File: src/rtl/apb_mbox_pkg.sv
`default_nettype none
// +------------------------------------------------------------------------+
// | apb_mbox_pkg                                                           |
// | Register offsets, APB FSM states and CTRL/STATUS layouts for the       |
// | APB mailbox completer.                                                 |
// | Revision: 1.0                                                          |
// +------------------------------------------------------------------------+
package apb_mbox_pkg;

  localparam logic [31:0] c_OFF_CTRL    = 32'h00;
  localparam logic [31:0] c_OFF_STATUS  = 32'h04;
  localparam logic [31:0] c_OFF_TXDATA  = 32'h08;
  localparam logic [31:0] c_OFF_RXDATA  = 32'h0C;
  localparam logic [31:0] c_OFF_WAIT    = 32'h10;
  localparam logic [31:0] c_OFF_SCRATCH = 32'h14;

  typedef enum logic [0:0] {
    ST_IDLE   = 1'b0,
    ST_ACCESS = 1'b1
  } apb_state_e;

  typedef struct packed {
    logic ovf_clr;
    logic flush;
    logic en;
  } ctrl_t;

  typedef struct packed {
    logic [14:0] rsvd;
    logic        ovf;
    logic [7:0]  rx_level;
    logic [7:0]  tx_level;
  } status_t;

  function automatic logic [31:0] byte_merge(input logic [31:0] old_w,
                                             input logic [31:0] new_w,
                                             input logic [3:0]  strb);
    logic [31:0] res;
    for (int b = 0; b < 4; b++) begin
      res[8*b +: 8] = strb[b] ? new_w[8*b +: 8] : old_w[8*b +: 8];
    end
    return res;
  endfunction

endpackage
`default_nettype wire

File: src/rtl/mbox_sync_fifo.sv
`default_nettype none
// +------------------------------------------------------------------------+
// | mbox_sync_fifo                                                         |
// | Show-ahead synchronous FIFO with level output and synchronous flush.   |
// | Revision: 1.0                                                          |
// +------------------------------------------------------------------------+
module mbox_sync_fifo #(
  parameter int DATA_W = 32,
  parameter int DEPTH  = 8,
  localparam int AW    = $clog2(DEPTH),
  localparam int LW    = AW + 1
) (
  input  logic              clk,
  input  logic              rst_n,
  input  logic              flush_i,
  input  logic              push_i,
  input  logic [DATA_W-1:0] push_data_i,
  input  logic              pop_i,
  output logic [DATA_W-1:0] head_o,
  output logic [LW-1:0]     level_o,
  output logic              full_o,
  output logic              empty_o
);

  logic [DATA_W-1:0] mem_q [DEPTH];
  logic [AW-1:0]     wr_ptr_q;
  logic [AW-1:0]     rd_ptr_q;
  logic [LW-1:0]     level_q;
  logic              w_do_push;
  logic              w_do_pop;

  assign full_o  = (level_q == LW'(DEPTH));
  assign empty_o = (level_q == '0);
  assign level_o = level_q;
  assign head_o  = mem_q[rd_ptr_q];

  // A pop frees a slot in the same cycle, so a full FIFO may accept a push alongside it.
  assign w_do_pop  = pop_i && !empty_o && !flush_i;
  assign w_do_push = push_i && (!full_o || w_do_pop) && !flush_i;

  always_ff @(posedge clk or negedge rst_n) begin
    if (!rst_n) begin
      wr_ptr_q <= '0;
      rd_ptr_q <= '0;
      level_q  <= '0;
    end else if (flush_i) begin
      wr_ptr_q <= '0;
      rd_ptr_q <= '0;
      level_q  <= '0;
    end else begin
      if (w_do_push) wr_ptr_q <= wr_ptr_q + AW'(1);
      if (w_do_pop)  rd_ptr_q <= rd_ptr_q + AW'(1);
      if (w_do_push && !w_do_pop)      level_q <= level_q + LW'(1);
      else if (w_do_pop && !w_do_push) level_q <= level_q - LW'(1);
    end
  end

  always_ff @(posedge clk) begin
    if (w_do_push) mem_q[wr_ptr_q] <= push_data_i;
  end

endmodule
`default_nettype wire

File: src/rtl/apb_mbox_completer.sv
`default_nettype none
// +------------------------------------------------------------------------+
// | apb_mbox_completer                                                     |
// | APB3 completer with TX/RX mailbox FIFOs and programmable wait states.  |
// | Option: APB_MBOX_PSTRB_EN adds PSTRB byte-lane write strobes.          |
// | Revision: 1.0                                                          |
// +------------------------------------------------------------------------+
module apb_mbox_completer
  import apb_mbox_pkg::*;
#(
  parameter int          ADDR_W       = 12,
  parameter int          FIFO_DEPTH   = 8,
  parameter int unsigned DEFAULT_WAIT = 0
) (
  input  logic        PCLK,
  input  logic        PRESETn,
  input  logic        PSEL,
  input  logic        PENABLE,
  input  logic        PWRITE,
  input  logic [31:0] PADDR,
  input  logic [31:0] PWDATA,
`ifdef APB_MBOX_PSTRB_EN
  input  logic [3:0]  PSTRB,
`endif
  output logic        PREADY,
  output logic [31:0] PRDATA,
  output logic        PSLVERR,
  output logic        tx_valid,
  output logic [31:0] tx_data,
  input  logic        tx_ready,
  input  logic        rx_valid,
  input  logic [31:0] rx_data,
  output logic        rx_ready
);

  localparam int          LVL_W       = $clog2(FIFO_DEPTH) + 1;
  localparam logic [31:0] c_ADDR_MASK = (ADDR_W >= 32) ? 32'hFFFF_FFFF
                                                       : ((32'd1 << ADDR_W) - 32'd1);

  apb_state_e  state_q, state_d;
  logic [3:0]  cnt_q, cnt_d;
  logic        pready_q, pready_d;
  logic [31:0] prdata_q, prdata_d;
  logic        pslverr_q, pslverr_d;
  ctrl_t       ctrl_q, ctrl_d;
  logic        ovf_q, ovf_d;
  logic [3:0]  wait_q, wait_d;
  logic [31:0] scratch_q, scratch_d;

  logic [3:0]       w_strb;
  logic [31:0]      w_addr;
  logic [31:0]      w_rdata;
  logic             w_err;
  logic             w_commit;
  logic             w_tx_push;
  logic             w_rx_pop;
  logic [7:0]       w_ctrl_byte;
  logic [7:0]       w_wait_byte;
  ctrl_t            w_ctrl_wr;
  status_t          w_status;
  logic [LVL_W-1:0] w_tx_level;
  logic [LVL_W-1:0] w_rx_level;
  logic             w_tx_full, w_tx_empty;
  logic             w_rx_full, w_rx_empty;
  logic [31:0]      w_rx_head;
  logic             w_unused;

`ifdef APB_MBOX_PSTRB_EN
  assign w_strb = PSTRB;
`else
  assign w_strb = 4'hF;
`endif

  assign w_addr      = PADDR & c_ADDR_MASK;
  assign w_ctrl_byte = w_strb[0] ? PWDATA[7:0] : {5'b0, ctrl_q};
  assign w_wait_byte = w_strb[0] ? PWDATA[7:0] : {4'b0, wait_q};
  assign w_ctrl_wr   = ctrl_t'(w_ctrl_byte[2:0]);
  assign w_unused    = ^{PADDR, w_ctrl_byte[7:3], w_wait_byte[7:4]};

  assign PREADY   = pready_q;
  assign PRDATA   = prdata_q;
  assign PSLVERR  = pslverr_q;
  assign tx_valid = !w_tx_empty;
  assign rx_ready = !w_rx_full && ctrl_q.en;

  // Read data and error are decoded live; the FSM captures them on the edge PREADY rises.
  always_comb begin
    w_err    = 1'b0;
    w_rdata  = '0;
    w_status = '0;
    w_status.ovf      = ovf_q;
    w_status.rx_level = 8'(w_rx_level);
    w_status.tx_level = 8'(w_tx_level);
    case (w_addr)
      c_OFF_CTRL:    w_rdata = 32'(ctrl_q);
      c_OFF_STATUS:  begin w_err = PWRITE; w_rdata = w_status; end
      c_OFF_TXDATA:  w_err = !PWRITE || w_tx_full || (w_strb != 4'hF);
      c_OFF_RXDATA:  begin w_err = PWRITE || w_rx_empty; w_rdata = w_rx_head; end
      c_OFF_WAIT:    w_rdata = 32'(wait_q);
      c_OFF_SCRATCH: w_rdata = scratch_q;
      default:       w_err = 1'b1;
    endcase
    if (PWRITE || w_err) w_rdata = '0;
  end

  always_comb begin
    state_d   = state_q;
    cnt_d     = cnt_q;
    pready_d  = pready_q;
    prdata_d  = prdata_q;
    pslverr_d = pslverr_q;
    w_commit  = 1'b0;
    case (state_q)
      ST_IDLE: begin
        if (PSEL && !PENABLE) begin
          state_d  = ST_ACCESS;
          cnt_d    = wait_q;
          pready_d = (wait_q == 4'd0);
          if (wait_q == 4'd0) begin
            prdata_d  = w_rdata;
            pslverr_d = w_err;
          end
        end
      end
      ST_ACCESS: begin
        if (!PSEL) begin
          state_d   = ST_IDLE;
          cnt_d     = 4'd0;
          pready_d  = 1'b0;
          prdata_d  = '0;
          pslverr_d = 1'b0;
        end else if (!pready_q) begin
          cnt_d = cnt_q - 4'd1;
          if (cnt_q == 4'd1) begin
            pready_d  = 1'b1;
            prdata_d  = w_rdata;
            pslverr_d = w_err;
          end
        end else if (PENABLE) begin
          w_commit  = 1'b1;
          state_d   = ST_IDLE;
          pready_d  = 1'b0;
          prdata_d  = '0;
          pslverr_d = 1'b0;
        end
      end
      default: state_d = ST_IDLE;
    endcase
  end

  always_comb begin
    ctrl_d         = ctrl_q;
    ctrl_d.flush   = 1'b0;
    ctrl_d.ovf_clr = 1'b0;
    ovf_d          = ovf_q;
    wait_d         = wait_q;
    scratch_d      = scratch_q;
    w_tx_push      = 1'b0;
    w_rx_pop       = 1'b0;
    if (w_commit && !pslverr_q) begin
      if (PWRITE) begin
        case (w_addr)
          c_OFF_CTRL: begin
            ctrl_d.en    = w_ctrl_wr.en;
            ctrl_d.flush = w_ctrl_wr.flush;
            if (w_ctrl_wr.ovf_clr) ovf_d = 1'b0;
          end
          c_OFF_TXDATA:  w_tx_push = 1'b1;
          c_OFF_WAIT:    wait_d    = w_wait_byte[3:0];
          c_OFF_SCRATCH: scratch_d = byte_merge(scratch_q, PWDATA, w_strb);
          default: ;
        endcase
      end else if (w_addr == c_OFF_RXDATA) begin
        w_rx_pop = 1'b1;
      end
    end
    if (rx_valid && w_rx_full && ctrl_q.en) ovf_d = 1'b1;
  end

  always_ff @(posedge PCLK or negedge PRESETn) begin
    if (!PRESETn) begin
      state_q   <= ST_IDLE;
      cnt_q     <= 4'd0;
      pready_q  <= 1'b0;
      prdata_q  <= '0;
      pslverr_q <= 1'b0;
      ctrl_q    <= '0;
      ovf_q     <= 1'b0;
      wait_q    <= 4'(DEFAULT_WAIT);
      scratch_q <= '0;
    end else begin
      state_q   <= state_d;
      cnt_q     <= cnt_d;
      pready_q  <= pready_d;
      prdata_q  <= prdata_d;
      pslverr_q <= pslverr_d;
      ctrl_q    <= ctrl_d;
      ovf_q     <= ovf_d;
      wait_q    <= wait_d;
      scratch_q <= scratch_d;
    end
  end

  mbox_sync_fifo #(
    .DATA_W (32),
    .DEPTH  (FIFO_DEPTH)
  ) u_tx_fifo (
    .clk         (PCLK),
    .rst_n       (PRESETn),
    .flush_i     (ctrl_q.flush),
    .push_i      (w_tx_push),
    .push_data_i (PWDATA),
    .pop_i       (tx_valid && tx_ready),
    .head_o      (tx_data),
    .level_o     (w_tx_level),
    .full_o      (w_tx_full),
    .empty_o     (w_tx_empty)
  );

  mbox_sync_fifo #(
    .DATA_W (32),
    .DEPTH  (FIFO_DEPTH)
  ) u_rx_fifo (
    .clk         (PCLK),
    .rst_n       (PRESETn),
    .flush_i     (ctrl_q.flush),
    .push_i      (rx_valid && rx_ready),
    .push_data_i (rx_data),
    .pop_i       (w_rx_pop),
    .head_o      (w_rx_head),
    .level_o     (w_rx_level),
    .full_o      (w_rx_full),
    .empty_o     (w_rx_empty)
  );

endmodule
`default_nettype wire

File: config.mk
export PLATFORM = sky130hd
export DESIGN_NAME = apb_mbox_completer
export DESIGN_NICKNAME = d
export VERILOG_FILES = /design/src/rtl/apb_mbox_pkg.sv /design/src/rtl/mbox_sync_fifo.sv /design/src/rtl/apb_mbox_completer.sv
export SDC_FILE = /design/constraint.sdc
export NUM_CORES = 1
export LEC_CHECK = 0
export CELL_PAD_IN_SITES_DETAIL_PLACEMENT = 1
export CELL_PAD_IN_SITES_GLOBAL_PLACEMENT = 1
export CORE_ASPECT_RATIO = 1.5
export CORE_MARGIN = 10
export CORE_UTILIZATION = 55
export DETAILED_ROUTE_END_ITERATION = 8
export PLACE_DENSITY = 0.85
export RECOVER_POWER = 25
export SLEW_MARGIN = 0
export SYNTH_ARGS = -nofsm -noshare
export SYNTH_HDL_FRONTEND = slang
export SYNTH_HIERARCHICAL = 1
export SYNTH_SLANG_ARGS = --single-unit
export TNS_END_PERCENT = 30
File: constraint.sdc
create_clock -name PCLK -period 8.9 [get_ports PCLK]
set_clock_uncertainty 0.1 [all_clocks]
set_input_delay 2.225 -clock PCLK [delete_from_list [all_inputs] [get_ports PCLK]]
set_output_delay 2.225 -clock PCLK [all_outputs]
set_load 0.03 [all_outputs]
## Word level (Yosys, flattened, before mapping)

Memory sizes are Yosys's and may differ from the RTL's.
Cells that the tools add are included.

| storage, ports and cells | value |
|---|---|
| bits in registers | 98 |
| bits in writable memories | 512 |
| input port bits | 103 |
| output and inout port bits | 68 |
| logic and storage cells | 165 |
| memories kept | 2 |

| cells by class | value |
|---|---|
| add/sub/neg operators | 9 |
| equality and inequality tests | 13 |
| muxes and demuxes | 67 |
| bitwise gates (word level) | 1 |
| reductions and logical operators | 57 |

Memory list:

| name | words | bits a word | rd ports | clocked after Yosys merged registers in | wr ports | RTL line | text |
|---|---|---|---|---|---|---|---|
| u_rx_fifo.mem_q | 8 | 32 | 1 | 0 | 1 | mbox_sync_fifo.sv:25 | `logic [DATA_W-1:0] mem_q [DEPTH];` |
| u_tx_fifo.mem_q | 8 | 32 | 1 | 0 | 1 | mbox_sync_fifo.sv:25 |  |

Operator list:

| cell | number |
|---|---|
| $mux W32 | 7 |
| $pmux W32 S5 | 1 |
| $pmux W32 S2 | 1 |
| $mux W4 | 9 |
| $mux W1 | 33 |
| $logic_not A32 Y1 | 1 |
| $eq A12 B4 Y1 const B | 2 |
| $eq A12 B5 Y1 const B | 2 |
| $mux W3 | 8 |
| $logic_and A1 B1 Y1 | 19 |
| $reduce_bool A2 Y1 | 8 |
| $add A3 B1 Y3 const B | 4 |
| $eq A12 B3 Y1 const B | 1 |
| $logic_not A1 Y1 | 12 |
| $logic_not A4 Y1 | 3 |
| $sub A4 B1 Y4 const B | 3 |
| $reduce_and A3 Y1 | 3 |
| $add A4 B1 Y4 const B | 2 |
| $eq A4 B4 Y1 const B | 2 |
| $pmux W4 S2 | 1 |
| $reduce_and A4 Y1 | 2 |
| $mux W2 | 3 |
| $pmux W1 S2 | 3 |
| $reduce_bool A3 Y1 | 2 |
| 10 further kinds | 15 |

## Logic depth before layout (Yosys ltp)

Gate-level depths: netlist of the first run.

| depth | value |
|---|---|
| depth after elaboration | 16 |
| gate-level depth with buffers | 12 |
| gate-level depth less buffers | 11 |

## Cells and area by module

The synthesis of the first run kept the hierarchy.

By module, submodules not included:

| module | times used | cells each | area an instance (µm²) | sequential area each (µm²) |
|---|---|---|---|---|
| mbox_sync_fifo (u_rx_fifo) | 1 | 455 | 10361.2 | 7937.6 |
| mbox_sync_fifo (u_tx_fifo) | 1 | 446 | 10267.3 | 7937.6 |
| apb_mbox_completer | 1 | 309 | 3671.0 | 1951.9 |

## Worst setup path after synthesis of the first run

No wires, ideal clock.

| timing path | value |
|---|---|
| path kind | in2reg |
| from | in PADDR[9] |
| to | mem u_rx_fifo.mem_q[6][0], enable pin |
| setup time | 0.513 ns |
| data arrival time | 7.635 ns |
| required time | 8.287 ns |
| setup slack | 0.652 ns |
| stages on the path | 8 |
| buffers on the path | 0 |
| path through | or4_4 -> nor2_1 -> nand3_1 -> nor4_1 -> and2b_1 -> o31ai_4 -> or2_1 -> nor4b_1 |

| between the ends | value |
|---|---|
| longest elaborated chain between the ends | 11 |

RTL lines:

| item | RTL line | text |
|---|---|---|
| start: declaration | apb_mbox_completer.sv:20 | `input logic [31:0] PADDR,` |
| $eq A12 B4 Y1 | apb_mbox_completer.sv:173 | `end else if (w_addr == c_OFF_RXDATA) begin` |
| $mux W1 | apb_mbox_completer.sv:173 |  |
| $mux W1 | apb_mbox_completer.sv:161 | `if (PWRITE) begin` |
| $mux W1 | apb_mbox_completer.sv:160 | `if (w_commit && !pslverr_q) begin` |
| net w_rx_pop | apb_mbox_completer.sv:56 | `logic w_rx_pop;` |
| $logic_and A1 B1 Y1 (2 in series) | mbox_sync_fifo.sv:38 | `assign w_do_pop = pop_i && !empty_o && !flush_i;` |
| $logic_or A1 B1 Y1 | mbox_sync_fifo.sv:39 | `assign w_do_push = push_i && (!full_o \|\| w_do_pop) && !flush_i;` |
| $logic_and A1 B1 Y1 (2 in series) | mbox_sync_fifo.sv:39 |  |
| $mux W1 | mbox_sync_fifo.sv:59 | `if (w_do_push) mem_q[wr_ptr_q] <= push_data_i;` |
| $mux W1 (implied by the code) | mbox_sync_fifo.sv:59 |  |
| end: declaration | mbox_sync_fifo.sv:25 |  |

The timed path passes the listed nets, and every way through them passes these cells.

## Worst setup path after layout of the first run

| timing path | value |
|---|---|
| from | reg u_tx_fifo.rd_ptr_q[0] |
| to | out tx_data[24] |

| between the ends | value |
|---|---|
| longest elaborated chain between the ends | 1 |

RTL lines:

| item | RTL line | text |
|---|---|---|
| start: declaration | mbox_sync_fifo.sv:27 | `logic [AW-1:0] rd_ptr_q;` |
| start signal: assignment | mbox_sync_fifo.sv:52 | `if (w_do_pop) rd_ptr_q <= rd_ptr_q + AW'(1);` |
| $mem_v2 Z8 W32 | n/a |  |
| end: declaration | apb_mbox_completer.sv:29 | `output logic [31:0] tx_data,` |

No other way between the ends.

==> results of run 1 <==
cells in the final DEF, fill, tap and decap left out, types with 25 or more instances in the layout:
| cell | synthesis | routed |
|---|---|---|
| sky130_fd_sc_hd__mux2_2 | 72 | 72 |
| sky130_fd_sc_hd__o2bb2ai_1 | 25 | 25 |
| sky130_fd_sc_hd__clkdlybuf4s50_1 | 0 | 112 |
| sky130_fd_sc_hd__mux4_2 | 130 | 130 |
| sky130_fd_sc_hd__nor2_1 | 42 | 32 |
| sky130_fd_sc_hd__edfxtp_1 | 512 | 512 |
| sky130_fd_sc_hd__clkbuf_16 | 0 | 53 |
| sky130_fd_sc_hd__buf_4 | 1 | 32 |
| sky130_fd_sc_hd__mux2_1 | 33 | 33 |
| sky130_fd_sc_hd__dfrtp_1 | 98 | 94 |
| sky130_fd_sc_hd__dlygate4sd3_1 | 0 | 37 |
| sky130_fd_sc_hd__a22oi_1 | 27 | 27 |
logic make-up (layout without fill, tap and decap cells):
| kind of cell | after synthesis | count (layout) | share of synthesized area |
|---|---|---|---|
| AO/OA/AOI/OAI | 116 | 116 | 0.0372 |
| XOR/XNOR | 13 | 13 | 0.00469 |
| adder cells (fa/ha/maj) | 12 | 12 | 0.00680 |
| buffers and inverters | 88 | 304 | 0.0160 |
| flip-flops | 610 | 610 | 0.734 |
| multiplexers | 245 | 245 | 0.173 |
| other | 0 | 6 | 0 |
| AND/OR/NAND/NOR | 126 | 126 | 0.0284 |
state kept, by name, summed over array words and instances (netlist names):
signal / count
u_tx_fifo/rd_ptr_q: 3
PSLVERR: 1
state_q: 1
cnt_q: 4
u_tx_fifo/wr_ptr_q: 3
u_rx_fifo/rd_ptr_q: 3
PREADY: 1
u_tx_fifo/mem_q: 256
u_rx_fifo/level_o: 4
u_rx_fifo/mem_q: 256
u_rx_fifo/wr_ptr_q: 3
ctrl_q: 2
scratch_q: 32
ovf_q: 1
u_tx_fifo/level_o: 4
wait_q: 4
PRDATA: 32
critical path: stages, from the launching register on:
cell                              delay, ns
sky130_fd_sc_hd__dfrtp_4               0.94
sky130_fd_sc_hd__buf_4                 0.62
sky130_fd_sc_hd__mux4_2                0.60
sky130_fd_sc_hd__mux2_2                0.29
sky130_fd_sc_hd__clkdlybuf4s50_1       0.60
layer usage:
metal	global-route usage	part of all wire
met1	0.262	0.38
met2	0.393	0.55
met3	0.0291	0.043
met4	0.0663	0.026
met5	0	0.00061
final timing paths:
check / endpoint / slack (ns) / cells past startpoint
max: tx_data[24] / 2.89 / 4
min: PRDATA[14] / 0.40 / 1
max reg2reg: u_tx_fifo/level_o[3] / 4.54 / 11
min reg2reg: PRDATA[14] / 0.40 / 1
max in group asynchronous: u_rx_fifo/rd_ptr_q[0] / 4.89 / 2
min in group asynchronous: wait_q[0] / 2.05 / 1
metrics by stage:
step,instance area (um^2),instances
after floorplan,24300,1210
after global placement,26500,1904
after detailed placement,26500,1904
after CTS,28400,2002
after global routing,28400,2007
final,28400,2008
final cells by class:
cell class / instances / share of cell area
multi-input combinational: 512 / 0.217
timing repair buffer: 182 / 0.0612
tap: 576 / 0.0254
sequential: 610 / 0.629
clock inverter: 31 / 0.0147
antenna: 6 / 0.000529
inverter: 24 / 0.00317
clock buffer: 67 / 0.0496
power by group:
| part | switching (mW) | leakage [nW] | total (mW) | internal (mW) |
|---|---|---|---|---|
| registers | 0.0816 | 5.92 | 3.20 | 3.12 |
| clock network | 1.00 | 0.880 | 2.39 | 1.39 |
| logic | 0.644 | 2.75 | 1.26 | 0.617 |
| total | 1.73 | 9.55 | 6.85 | 5.12 |
==> reports/results.md, run 1 <==
| Quantity | Value |
|---|---|
| FFs w/ async S/R, synth | 0.161 |
| Slew Limit Headroom | -0.251 |
| Vias | 12,300 |
| Critical path type | flop to output pin |
| Deepest level of the CTS H-tree | 2 |
| Chip width | 192 um |
| Total Routed Length | 57,500 um |
| EDFF count, synth | 512 |
| Startpoint class of the critical path | flop |
| Root buffer selected by CTS | sky130_fd_sc_hd__clkbuf_16 |
| Core area | 0.0438 mm^2 |
| P&R area growth vs syn | 16.8% |
| Post-CTS Setup Bufs | 0 |
| Cell taking the most area after synthesis | sky130_fd_sc_hd__edfxtp_1 |
| Transition time at the pin with the least slew margin | 1.88 ns |
| Most numerous cell in the Yosys netlist | sky130_fd_sc_hd__edfxtp_1 |
| Min setup slack post-route | 2.89 ns |
| Combined flip-flop and latch cell area | 0.0178 mm^2 |
| Launch instance of the worst register-to-register path | state_q |
| Clock transition at the registers of the reported paths | 0.07 ns |
| Outcome | finished, violations left |
| Source-to-sink clock delay at the later pin of the worst-skew pair | 0.60 ns |
| Gate count after technology mapping | 1,210 |
| Top-level port count | 171 |
| Max Transition Viols Final | 34 |
| Quantity of gates resized following cts | 0 |
| Failing checks | capacitance limit, slew limit |
| Fillers | 3,615 |
| Buffers on Ports | 150 |
| Hpwl dp | 36,000 um |
| Tcrit/Tclk final | 0.676 |
| DRT iter0 DRCs | 828 |
| Total standard cell area after synthesis | 0.0243 mm^2 |
| Leakage power | 9.55 nW |
| Inserted Clock Buffers | 52 |
| Seq cells post-synth | 610 |
| Signal arrival time at the worst endpoint | 3.69 ns |
| Achievable clock frequency | 166 MHz |
| Residual DRC count | 0 |
| Finished Core Util | 0.649 |
| Net Count, Synth | 1,325 |
| Combined global-route utilization of all metal layers | 0.217 |
| Clk sinks | 610 |
| MaxCap Viol Count | 1 |
| Final #Nets | 1,497 |
| Number of antenna violations at the first check in global routing | 10 |
| Share of post-route cells with drive strength above 1 | 0.249 |
| Sequential cell area fraction in the yosys report | 0.734 |
| Final Hold Fails | 0 |
| Power consumption | 6.85 mW |
| Top FF cell, synth | sky130_fd_sc_hd__edfxtp_1 |
| Distinct cell type count after synthesis | 70 |
| Sort of element at the end of the critical path | output pin |
| Top area cells in the synthesized netlist | sky130_fd_sc_hd__edfxtp_1, sky130_fd_sc_hd__mux4_2, sky130_fd_sc_hd__dfrtp_1 |
| Portion of synthesized cell area occupied by the leading cell type | 0.633 |
| Max rail drop VDD | 186 uV |
| Crit-path max FO | 37 |
| Via-to-Cell Ratio | 6.15 |
| Final-report setup violation count | 0 |
| Count of synthesis-stage warnings from yosys | 6 |
| Chip Height | 277 um |
| Antenna-violating nets left | 0 |
| Largest net degree at the start of global routing | 67 |
| CTS tree | built |
| Synth Area per Inst | 20.1 um^2 |
| Setup repair after global routing missed its margin | no |
| Worst slack after detailed placement | 2.27 ns |
| Setup total negative slack | 0 ns |
| First drt pass iteration count | 5 |
| Site Rows | 94 |
| Worst min-delay path category | flop to flop |
| Wire length of the first global-routing pass | 86,900 um |
| Max Root-Sink Buffers | 3 |
| Count of hold-fix buffers inserted at cts | 0 |
| Min Clock Period, post-route | 6.01 ns |
| Post-synth top cells | sky130_fd_sc_hd__edfxtp_1, sky130_fd_sc_hd__mux4_2, sky130_fd_sc_hd__dfrtp_1 |
| Initial Utilization | 0.555 |
| WP data required | 6.58 ns |
| Multi-input gate area in the final layout | 0.00615 mm^2 |
| Die footprint | 0.0532 mm^2 |
| Placer's final routability congestion estimate | 0.835 |
| Power density relative to cell area | 241 mW/mm^2 |
| Routed length per instance | 28.6 um |
| Vias in the first global route | 13,700 |
| Start point of the critical path | u_tx_fifo/rd_ptr_q[0] |
| Worst Hold Launch | PRDATA[14] |
| Worst hold slack across all endpoints | 0.403 ns |
| Total overflow reported by the global router | 0 |
Power figures use the tool's default switching activity.
==> inputs of run 2 (changes only) <==
--- a/config.mk
+++ b/config.mk
@@ -9,9 +9,9 @@
 export CELL_PAD_IN_SITES_GLOBAL_PLACEMENT = 1
 export CORE_ASPECT_RATIO = 1.5
 export CORE_MARGIN = 10
-export CORE_UTILIZATION = 55
+export CORE_UTILIZATION = 51
 export DETAILED_ROUTE_END_ITERATION = 8
-export PLACE_DENSITY = 0.85
+export PLACE_DENSITY = 0.8
 export RECOVER_POWER = 25
 export SLEW_MARGIN = 0
 export SYNTH_ARGS = -nofsm -noshare
==> constraint.sdc (replaced) <==
create_clock -name PCLK -period 6.2 [get_ports PCLK]
set_clock_uncertainty 0.1 [all_clocks]
set_input_delay 1.55 -clock PCLK [delete_from_list [all_inputs] [get_ports PCLK]]
set_output_delay 1.55 -clock PCLK [all_outputs]
set_load 0.03 [all_outputs]
==> reports/results.md, run 2 (synthesis results as in run 1) <==
| Quantity | Value | vs previous |
|---|---|---|
| Outcome | finished, violations left |  |
| Buffers on Ports | 150 | unchanged |
| First drt pass iteration count | 4 | -1 |
| Placer's final routability congestion estimate | 0.804 | -3.7% |
| Inserted Clock Buffers | 56 | +7.7% |
| Share of post-route cells with drive strength above 1 | 0.257 | +0.00819 |
| Vias in the first global route | 13,500 | -1.2% |
| Final-report setup violation count | 0 | unchanged |
| CTS tree | built |  |
| Root buffer selected by CTS | sky130_fd_sc_hd__clkbuf_16 |  |
| Registers with the most flip-flops | u_rx_fifo/mem_q x256, u_tx_fifo/mem_q x256 |  |
| MaxCap Viol Count | 1 | unchanged |
| Worst min-delay path category | flop to flop |  |
| Number of antenna violations at the first check in global routing | 14 | +4 |
| Global-route track usage on met2 | 0.362 | -0.0312 |
| Core area | 0.0470 mm^2 | +7.4% |
| Final #Nets | 1,506 | +0.60% |
| Tcrit/Tclk final | 0.815 |  |
| Quantity of gates resized following cts | 0 | unchanged |
| Fraction of met3 tracks used by global routing | 0.0344 | +0.00531 |
| Antenna-violating nets left | 0 | unchanged |
| DRT iter0 DRCs | 778 | -6.0% |
| Critical path type | flop to output pin |  |
| Total Routed Length | 56,400 um | -1.8% |
| Chip width | 198 um | +3.4% |
| Die footprint | 0.0570 mm^2 | +7.1% |
| Slew Limit Headroom | -0.796 | -0.545 |
| Worst Hold Launch | PRDATA[30] |  |
| Min setup slack post-route | 1.15 ns | -1.74 ns |
| Hold-critical path endpoint | PRDATA[30] |  |
| Final Hold Fails | 0 | unchanged |
| Leakage power | 9.68 nW | +1.4% |
| Total cell area at the placement stage | 0.0266 mm^2 | +0.39% |
| Count of hold-fix buffers inserted at cts | 0 | unchanged |
| Startpoint class of the critical path | flop |  |
| Wire length of the first global-routing pass | 85,900 um | -1.1% |
| Max rail drop VDD | 252 uV | +36% |
| Depth of the worst register-to-register path | 12 | +1 |
| Largest net degree at the start of global routing | 67 | unchanged |
| Crit-path max FO | 35 | -5.4% |
| Clock transition at the registers of the reported paths | 0.06 ns | about the same |
| P&R area growth vs syn | 17.9% |  |
| GRT busiest layer | met2 |  |
| WP data required | 4.55 ns | -2.03 ns |
| Combined global-route utilization of all metal layers | 0.201 | -0.0160 |
| Chip Height | 287 um | +3.6% |
| Max Transition Viols Final | 49 | +44% |
| Min Clock Period, post-route | 5.05 ns |  |
| Finished Core Util | 0.610 | -0.0388 |
| Max Root-Sink Buffers | 3 | unchanged |
| Via-to-Cell Ratio | 6.03 | -2.0% |
| Achievable clock frequency | 198 MHz |  |
| Most common cell after layout, fill and taps aside | sky130_fd_sc_hd__edfxtp_1 |  |
| Total overflow reported by the global router | 0 | unchanged |
| Post-CTS Setup Bufs | 0 | unchanged |
| Global-route met1 utilization | 0.243 | -0.0186 |
| Hpwl dp | 35,900 um | -0.23% |
| Failing checks | capacitance limit, slew limit |  |
| Transition time at the pin with the least slew margin | 2.69 ns | +0.817 ns |
| Signal arrival time at the worst endpoint | 3.40 ns | -0.29 ns |
| Worst slack after detailed placement | 0.873 ns | -1.40 ns |
| Multi-input gate area in the final layout | 0.00617 mm^2 | +0.28% |
| Source-to-sink clock delay at the later pin of the worst-skew pair | 0.61 ns | about the same |
| Most frequent cells in the layout | sky130_fd_sc_hd__edfxtp_1, sky130_fd_sc_hd__mux4_2, sky130_fd_sc_hd__clkdlybuf4s50_1 |  |
| Clk sinks | 610 | unchanged |
| Deepest level of the CTS H-tree | 2 | unchanged |
| Power consumption | 10.0 mW | +46% |
| Launch instance of the worst register-to-register path | state_q |  |
| Routed length per instance | 27.7 um | -3.1% |
| Worst R2R Setup Slack | 2.44 ns | -2.10 ns |
| Vias | 12,300 | -0.72% |
| Initial Utilization | 0.517 | -0.0380 |
| Setup repair after global routing missed its margin | no |  |
| Top-level port count | 171 | unchanged |
| Number of stages on the worst hold path | 1 | unchanged |
| Residual DRC count | 0 | unchanged |
| Fillers | 3,898 | +7.8% |
| Site Rows | 97 | +3.2% |
| Sort of element at the end of the critical path | output pin |  |
| Combined flip-flop and latch cell area | 0.0178 mm^2 | unchanged |
| Post-layout instance area | 0.0286 mm^2 | +0.93% |
| End of the worst register-to-register path | u_tx_fifo/level_o[3] |  |
| Power density relative to cell area | 350 mW/mm^2 | +45% |
-- run 2: worst max-delay path, cell delays in order, from the launching register on --
cell and delay, ns:
sky130_fd_sc_hd__dfrtp_4 0.87, sky130_fd_sc_hd__buf_12 0.35, sky130_fd_sc_hd__mux4_2 0.56, sky130_fd_sc_hd__mux2_2 0.30, sky130_fd_sc_hd__clkdlybuf4s50_1 0.63
-- run 2: worst max-delay path by stage --
stage / from / to / slack (ns) / cells past startpoint
finish: u_tx_fifo/rd_ptr_q[0] / tx_data[18] / 1.15 / 4
global route: u_tx_fifo/rd_ptr_q[0] / tx_data[18] / 0.95 / 4
CTS: u_tx_fifo/rd_ptr_q[0] / tx_data[18] / 1.04 / 4
detailed placement: PADDR[9] / u_tx_fifo/level_o[3] / 0.87 / 13
global placement: PADDR[9] / u_tx_fifo/level_o[3] / 0.93 / 13
floorplan: PADDR[9] / u_rx_fifo/mem_q[4][0] / -1.04 / 8
-- run 2: layer usage --
metal / vias to the layer above / part of all wire
li1: 5311 / -
met2: 287 / 0.55
met1: 6559 / 0.38
met4: 14 / 0.020
met5: - / 0.0015
met3: 84 / 0.049
-- run 2: through the flow --
step                      setup TNS, ns  std cells  hold slack, ns
after floorplan                  -64.70       1210           0.359
after global placement                0       1927           0.368
after detailed placement              0       1927           0.378
after CTS                             0       2029           0.397
after global routing                  0       2033           0.414
final                                 0       2034           0.396
-- run 2: area by class of cell --
class | instances | share of cell area
Clock inverter | 23 | 0.0100
Clock buffer | 79 | 0.0594
Tap cell | 594 | 0.0259
Inverter | 24 | 0.00315
Antenna cell | 5 | 0.000437
Multi-Input combinational cell | 512 | 0.215
Timing Repair Buffer | 187 | 0.0628
Sequential cell | 610 | 0.623
-- run 2: report_power, final --
group / switching, mW / internal [mW] / total (mW) / leakage (nW)
registers: 0.141 / 4.48 / 4.62 / 5.92
clock network: 1.48 / 2.13 / 3.61 / 0.977
logic: 0.900 / 0.890 / 1.79 / 2.78
total: 2.53 / 7.49 / 10.0 / 9.68
==> inputs of run 3 (changes only) <==
==> constraint.sdc (replaced) <==
create_clock -name PCLK -period 5.3 [get_ports PCLK]
set_clock_uncertainty 0.1 [all_clocks]
set_input_delay 1.325 -clock PCLK [delete_from_list [all_inputs] [get_ports PCLK]]
set_output_delay 1.325 -clock PCLK [all_outputs]
set_load 0.03 [all_outputs]
==> reports/results.md, run 3 (synthesis results as in run 1) <==
| Quantity | Value | vs previous |
|---|---|---|
| Outcome | finished, final reports clean |  |
| Global-route met1 utilization | 0.247 | +0.00384 |
| Inserted Clock Buffers | 56 | unchanged |
| Signal arrival time at the worst endpoint | 3.20 ns | -0.20 ns |
| First drt pass iteration count | 4 | unchanged |
| Min Clock Period, post-route | 4.62 ns |  |
| Root buffer selected by CTS | sky130_fd_sc_hd__clkbuf_16 |  |
| Power density relative to cell area | 402 mW/mm^2 | +15% |
| Wire length of the first global-routing pass | 86,000 um | about the same |
| Core area | 0.0470 mm^2 | unchanged |
| Leakage power | 9.66 nW | -0.12% |
| CTS tree | built |  |
| P&R area growth vs syn | 18.1% |  |
| Initial Utilization | 0.517 | unchanged |
| Most frequent cells in the layout | sky130_fd_sc_hd__edfxtp_1, sky130_fd_sc_hd__mux4_2, sky130_fd_sc_hd__clkdlybuf4s50_1 |  |
| Buffers on Ports | 150 | unchanged |
| Achievable clock frequency | 216 MHz |  |
| Total overflow reported by the global router | 0 | unchanged |
| Buffers and inverters on the worst path | 2 | unchanged |
| Die footprint | 0.0570 mm^2 | unchanged |
| Final-report setup violation count | 0 | unchanged |
| Critical path type | flop to output pin |  |
| Hpwl dp | 36,100 um | +0.57% |
| Quantity of gates resized following cts | 0 | unchanged |
| Registers with the most flip-flops | u_rx_fifo/mem_q x256, u_tx_fifo/mem_q x256 |  |
| Worst min-delay path category | flop to flop |  |
| Final #Nets | 1,513 | +0.46% |
| Source-to-sink clock delay at the later pin of the worst-skew pair | 0.59 ns | -0.02 ns |
| Global-route track usage on met2 | 0.359 | -0.00274 |
| Largest net degree at the start of global routing | 64 | -4.5% |
| Share of post-route cells with drive strength above 1 | 0.258 | +0.000475 |
| CP max stage cell | sky130_fd_sc_hd__dfrtp_4 |  |
| MaxCap Viol Count | 0 | -1 |
| Power consumption | 11.5 mW | +15% |
| WP data required | 3.88 ns | -0.67 ns |
| Via-to-Cell Ratio | 5.98 | -0.68% |
| Max Root-Sink Buffers | 3 | unchanged |
| Transition time at the pin with the least slew margin | 1.08 ns | -1.61 ns |
| GRT busiest layer | met2 |  |
| Startpoint class of the critical path | flop |  |
| Sort of element at the end of the critical path | output pin |  |
| Worst slack after detailed placement | 0.405 ns | -0.468 ns |
| Count of hold-fix buffers inserted at cts | 0 | unchanged |
| Total cell area at the placement stage | 0.0268 mm^2 | +0.71% |
| Top-level port count | 171 | unchanged |
| Vias in the first global route | 13,500 | +0.29% |
| Antenna-violating nets left | 0 | unchanged |
| Chip width | 198 um | unchanged |
| Fraction of met3 tracks used by global routing | 0.0307 | -0.00375 |
| CP peak stage delay | 0.81 ns | -0.06 ns |
| Chip Height | 287 um | unchanged |
| Max rail drop VDD | 304 uV | +20% |
| Post-layout instance area | 0.0287 mm^2 | +0.23% |
| Total Routed Length | 56,300 um | -0.16% |
| Crit path cell chain | buf_4 -> mux4_2 -> mux2_2 -> clkdlybuf4s50_1 |  |
| Deepest level of the CTS H-tree | 2 | unchanged |
| Most common cell after layout, fill and taps aside | sky130_fd_sc_hd__edfxtp_1 |  |
| Worst hold slack across all endpoints | 0.389 ns | -0.00624 ns |
| Max Transition Viols Final | 0 | -100% |
| Crit-path max FO | 29 | -17% |
| Slew Limit Headroom | 0.277 | +1.07 |
| Combined global-route utilization of all metal layers | 0.201 | -0.000327 |
| Tcrit/Tclk final | 0.872 |  |
| DRT iter0 DRCs | 894 | +15% |
| Clk sinks | 610 | unchanged |
| Min setup slack post-route | 0.679 ns | -0.468 ns |
| Vias | 12,200 | -0.24% |
| Number of antenna violations at the first check in global routing | 9 | -5 |
| Clock transition at the registers of the reported paths | 0.06 ns | about the same |
| Placer's final routability congestion estimate | 0.792 | -1.5% |
| Setup repair after global routing missed its margin | no |  |
| Delay-heaviest family, CP | buffers and inverters |  |
| Final Hold Fails | 0 | unchanged |
| Residual DRC count | 0 | unchanged |
| Post-CTS Setup Bufs | 0 | unchanged |
| Routed length per instance | 27.6 um | -0.60% |
| Site Rows | 97 | unchanged |
==> run 3: worst paths after layout <==
check	start	to	slack [ns]	cells past startpoint
worst min-delay path	scratch_q[2]	scratch_q[2]	0.39	1
worst max register to register	state_q	u_tx_fifo/level_o[3]	1.80	12
worst min register to register	scratch_q[2]	scratch_q[2]	0.39	1
max in group asynchronous	PRESETn	scratch_q[20]	3.34	2
worst max-delay path	u_tx_fifo/rd_ptr_q[0]	tx_data[9]	0.68	4
min in group asynchronous	PRESETn	PRDATA[8]	0.73	1
==> run 3: cell type report <==
cell class              count  area [um^2]
diodes                      5         12.5
clock buffers              72         1550
clock inverters            32          308
fillers                  3997        18300
inverters                  24         90.1
multi-input cells         512         6200
flip-flops and latches    610        17800
well taps                 594          743
repair buffers            194         1970
==> run 3: stage by stage <==
stage / cells / setup TNS [ns] / utilization
CTS: 2038 / 0 / 0.611
detailed placement: 1934 / 0 / 0.571
global placement: 1934 / 0 / 0.571
finish: 2043 / 0 / 0.611
floorplan: 1210 / -43.42 / -
global route: 2040 / 0 / 0.611
==> run 3: per-layer routing <==
layer	wire [um]	vias up	part of all wire
li1	-	5329	-
met1	22300	6541	0.39
met2	30400	255	0.54
met3	2390	94	0.042
met4	1290	6	0.023
met5	34	-	0.00060
==> run 3: report_power, final <==
| group | internal (mW) | switching [mW] | leakage (nW) |
|---|---|---|---|
| combinational | 1.06 | 1.07 | 2.84 |
| clock | 2.31 | 1.72 | 0.906 |
| sequential | 5.24 | 0.148 | 5.92 |
==> run 3: worst register-to-register path, stage by stage (launching register included) <==
cell	delay, ns
sky130_fd_sc_hd__dfrtp_1	0.61
sky130_fd_sc_hd__nand4_1	0.20
sky130_fd_sc_hd__nor3b_1	0.24
sky130_fd_sc_hd__buf_4	0.17
sky130_fd_sc_hd__nand2_1	0.06
sky130_fd_sc_hd__nor4_1	0.36
sky130_fd_sc_hd__o211a_1	0.29
sky130_fd_sc_hd__nand2_1	0.12
sky130_fd_sc_hd__ha_1	0.34
sky130_fd_sc_hd__a21o_1	0.21
sky130_fd_sc_hd__a211oi_1	0.26
sky130_fd_sc_hd__a2bb2oi_1	0.11
sky130_fd_sc_hd__mux2_1	0.32
